==> src/rtl/modcount_chain.sv <==
// modcount_chain: cascaded mixed-radix modulo counter.
// Digit i counts modulo MODS[i*DW +: DW]. Each digit steps only when every
// lower digit sits at its terminal value, so the whole chain behaves as one
// mixed-radix number (e.g. 0..59 with the default moduli {6,10}).
// Features: clamped parallel load, wrap/saturate at the chain terminal value,
// combinational terminal count and chain carry, sticky overflow flag.
module modcount_chain #(
    parameter int                 NDIG = 2,
    parameter int                 DW   = 4,
    parameter logic [NDIG*DW-1:0] MODS = {4'd6, 4'd10}
) (
    input  logic               clk,
    input  logic               reset,
    input  logic               en,
    input  logic               up,
    input  logic               sat,
    input  logic               load,
    input  logic [NDIG*DW-1:0] din,
    input  logic               clr_ovf,
    output logic [NDIG*DW-1:0] cnt,
    output logic               nextcnt,
    output logic               tc,
    output logic               ovf
);

    // Digit arithmetic stays within DW bits; moduli are applied explicitly.
    localparam logic [DW-1:0] ONE = {{(DW-1){1'b0}}, 1'b1};

    logic [NDIG-1:0]    at_term;   // digit i is at its terminal value for up
    logic [NDIG*DW-1:0] stepped;   // chain value after one count step
    logic [NDIG*DW-1:0] clamped;   // load value with every digit limited to Mi-1
    logic               term_event;

    // Per-digit terminal detect, ripple step and load clamping.
    always_comb begin
        logic [DW-1:0] digit;
        logic [DW-1:0] maxv;
        logic          lower_term;
        at_term    = '0;
        stepped    = cnt;
        clamped    = din;
        digit      = '0;
        maxv       = '0;
        lower_term = 1'b1;
        for (int i = 0; i < NDIG; i++) begin
            digit      = cnt[i*DW +: DW];
            maxv       = MODS[i*DW +: DW] - ONE;
            at_term[i] = up ? (digit == maxv) : (digit == '0);
            // Digit 0 always steps; higher digits step only when all lower
            // digits are terminal, which is what lower_term tracks.
            if (lower_term) begin
                if (at_term[i]) begin
                    stepped[i*DW +: DW] = up ? '0 : maxv;
                end else begin
                    stepped[i*DW +: DW] = up ? (digit + ONE) : (digit - ONE);
                end
            end
            lower_term = lower_term & at_term[i];
            if (din[i*DW +: DW] > maxv) begin
                clamped[i*DW +: DW] = maxv;
            end
        end
    end

    // Chain terminal count and the carry usable as the next instance's enable.
    always_comb begin
        tc         = &at_term;
        term_event = en & ~load & tc;
        nextcnt    = term_event & ~sat;
    end

    // Count register: reset > load > enable > hold; saturate holds at terminal.
    always_ff @(posedge clk) begin
        if (!reset) begin
            cnt <= '0;
        end else if (load) begin
            cnt <= clamped;
        end else if (en) begin
            if (!(tc && sat)) begin
                cnt <= stepped;
            end
        end
    end

    // Sticky overflow: a terminal event sets it and beats a same-cycle clear.
    always_ff @(posedge clk) begin
        if (!reset) begin
            ovf <= 1'b0;
        end else if (term_event) begin
            ovf <= 1'b1;
        end else if (clr_ovf) begin
            ovf <= 1'b0;
        end
    end

endmodule

==> config.mk <==
export PLATFORM = sky130hd
export DESIGN_NAME = modcount_chain
export DESIGN_NICKNAME = d
export VERILOG_FILES = /design/src/rtl/modcount_chain.sv
export SDC_FILE = /design/constraint.sdc
export NUM_CORES = 1
export LEC_CHECK = 0
export CAP_MARGIN = 5
export CORE_MARGIN = 5
export CORE_UTILIZATION = 55
export CTS_BUF_LIST = sky130_fd_sc_hd__clkbuf_8
export DETAILED_ROUTE_END_ITERATION = 10
export DONT_BUFFER_PORTS = 1
export PLACE_DENSITY = 0.7
export SYNTH_ARGS = -nofsm -noshare
export SYNTH_HDL_FRONTEND = slang
export SYNTH_SLANG_ARGS = --single-unit
export TNS_END_PERCENT = 50
==> constraint.sdc <==
create_clock -name clk -period 1.89 [get_ports clk]
set_input_delay 0.0945 -clock clk [delete_from_list [all_inputs] [get_ports clk]]
set_output_delay 0.0945 -clock clk [all_outputs]
set_load 0.01 [all_outputs]
==> impl_metrics.json <==
{
  "io_pins": 26,
  "max_cap_violations": 0,
  "rows": 14,
  "setup_viol": 0,
  "numCtsBuffers": 3,
  "final_cells": 123,
  "grt_overflow_total": 0,
  "ys_seq_area_frac": 0.218,
  "root_buffer": "clkbuf_8",
  "critPathKind": "reg -> out",
  "p_per_area_mw_per_mm2": 701,
  "regArea_um2": 189,
  "nets": 129,
  "synth_flop_cell": "dfxtp_1",
  "rsz0062_at_grt": "true",
  "reg2reg_slack_ns": 0.11,
  "multiInputGateArea_um2": 616,
  "finalCritPeriodShare": 0.995,
  "worst_slew_pin_slew_ns": 0.582,
  "peakVddDrop_v": 0.000468,
  "synth_area_um2": 827,
  "grt_max_degree": 23,
  "min_from": "reset",
  "syn-num-nets": 122,
  "vias": 879,
  "setup_tns_ns": 0,
  "async_flop_share": 0,
  "critPathLaunch": "cnt[6]$_SDFFE_PN0P_",
  "grt_pass1_vias": 746,
  "critical_path_arrival_ns": 1.79,
  "wl_per_cell_um": 18.6,
  "yosysWarningCount": 0,
  "antenna_found_initial": 0,
  "tritoncts": "done",
  "dp_hpwl_mm": 1.67,
  "dp.cells": 117,
  "drc": 0,
  "drtIter0Drc": 33,
  "cts_buffer_depth": 2,
  "finalPower_uw": 666,
  "final_cell_mix": "7 x inv_1, 6 x a21oi_1, 6 x dfxtp_1",
  "die_w_um": 48.8,
  "die-area_mm2": 0.00238,
  "hold_path_class": "in -> reg",
  "cp.required_ns": 1.80,
  "drive_above_1_share": 0.159,
  "final-hold-violation-count": 1,
  "port_buffers": 0,
  "wirelength_mm": 2.29,
  "max_stage_delay_ns": 0.41,
  "final_common_cell": "inv_1",
  "crit_fanout": 6,
  "slew_viol_final": 0,
  "cts_setup_buffers": 0,
  "relSlewSlack": 0.608,
  "synth_seq_cells": 9,
  "first_pass_iters": 4,
  "skew_ns": 0.00593,
  "cp.buffers_inverters": 0,
  "grt_use_total": 0.188,
  "timing.fmax_mhz": 532,
  "startpoint_type": "flop",
  "clk_latency_ns": 0.24,
  "crit-reg2reg-launch": "cnt[2]$_SDFFE_PN0P_",
  "chipHeight_um": 48.8,
  "cts.reportedPaths.clkPinSlew_ns": 0.05,
  "end_kind": "primary output",
  "violations": "hold timing",
  "crit_chain": "or3_4 -> a211o_4 -> nand4b_1 -> nor2_2",
  "outcome": "complete, but fails checks",
  "ys_types": 40,
  "synth_area_per_cell_um2": 8.19,
  "start_util": 0.562,
  "min_period_ns": 1.88,
  "cpLargestDelayFamily": "simple AND/OR/NAND/NOR gates",
  "antenna_cells": 0,
  "crit_path_top_delay_cell": "or3_4",
  "via_per_inst": 7.15,
  "routabilityCongestion": 0.891,
  "postSynthCellCount": 101,
  "grt_pass1_wl_mm": 3.65,
  "ant_nets": 0,
  "cts_max_level": 1,
  "cts.sinks": 9,
  "p_leak_uw": 0.000369,
  "coreArea_mm2": 0.00147,
  "synth-edff-count": 0,
  "nFillCells": 126,
  "synthToLayoutAreaGrowth_pct": 14.8,
  "hold-worst-slack_ns": -0.000936
}
[power by group]
group | leakage (µW) | total, µW | internal [µW] | switching [µW]
Combinational | 0.000266 | 198 | 92.9 | 105
Sequential | 0.0000755 | 237 | 208 | 29.5
Clock | 0.0000269 | 231 | 143 | 88.6
[registers in the layout (all words and copies together), names as in the netlist]
name / count
cnt: 8
ovf: 1
[area by class of cell]
type / instances / area share
clock buffers: 3 / 0.0435
clock inverters: 1 / 0.00395
flip-flops and latches: 9 / 0.199
multi-input cells: 81 / 0.648
inverters: 6 / 0.0237
well taps: 16 / 0.0211
repair buffers: 7 / 0.0606
[metal layers]
layer  up-vias  routed length, µm  global-route usage
met5         -                  0                   0
met4         0                 31              0.0852
met3         4                196              0.0306
met2        47               1050               0.267
met1       416               1010               0.273
li1        412                  -                   -
[per-stage QoR]
step | util | instance area, µm² | worst slack (ns) | hold slack, ns
CTS | 0.628 | 923 | 0.00760 | 0.00209
detailed placement | 0.588 | 865 | 0.138 | 0.223
global placement | 0.588 | 865 | 0.214 | 0.213
finish | 0.645 | 950 | 0.0101 | -0.000936
global route | 0.645 | 950 | -0.0406 | 0.0112
floorplan | - | 827 | 0.180 | 0.211
[cell families (layout without fill, tap and decap cells)]
family                   Yosys count  count (layout)  share of synthesized area
XOR/XNOR                           2               2                     0.0212
AO/OA/AOI/OAI                     35              35                      0.313
adder cells (fa/ha/maj)            6               6                      0.109
flip-flops                         9               9                      0.218
buffers and inverters             11              17                     0.0514
multiplexers                       1               1                     0.0121
AND/OR/NAND/NOR                   37              37                      0.275
[cells in the mapped netlist, types with 2 or more instances]
library cell  n  area [µm²]
a21oi_1       6        30.0
nor3_1        5        25.0
nor4_1        2        12.5
a211o_1       3        26.3
o31ai_1       2        15.0
and3_1        4        25.0
clkbuf_1      4        15.0
o21ai_0       3        15.0
a31o_2        3        26.3
nand3b_1      4        30.0
ha_1          4        50.1
nand2_1       2        7.51
a311oi_1      3        26.3
o2111ai_1     2        17.5
xor2_1        2        17.5
dfxtp_1       9         180
nor3b_1       2        15.0
and4_1        3        26.3
nor2_1        6        22.5
nand3_1       3        15.0
a211oi_1      4        30.0
fa_1          2        40.0
inv_1         6        22.5
[timing repair]
item,4_1_cts,5_1_grt
cloned,0,0
pin swaps,0,1
setup endpoints to repair,1,1
gates resized for setup,2,5
hold buffers,1,1
hold endpoints to repair,1,1
[path summary, 6_finish.rpt]
| kind | cells past startpoint | endpoint |
|---|---|---|
| setup reg to reg | 5 | cnt[3]$_SDFFE_PN0P_ |
| hold / removal | 1 | cnt[1]$_SDFFE_PN0P_ |
| setup / recovery | 4 | nextcnt |
| hold reg to reg | 2 | ovf$_SDFFE_PN0P_ |
(Power assumes the default switching activity.)
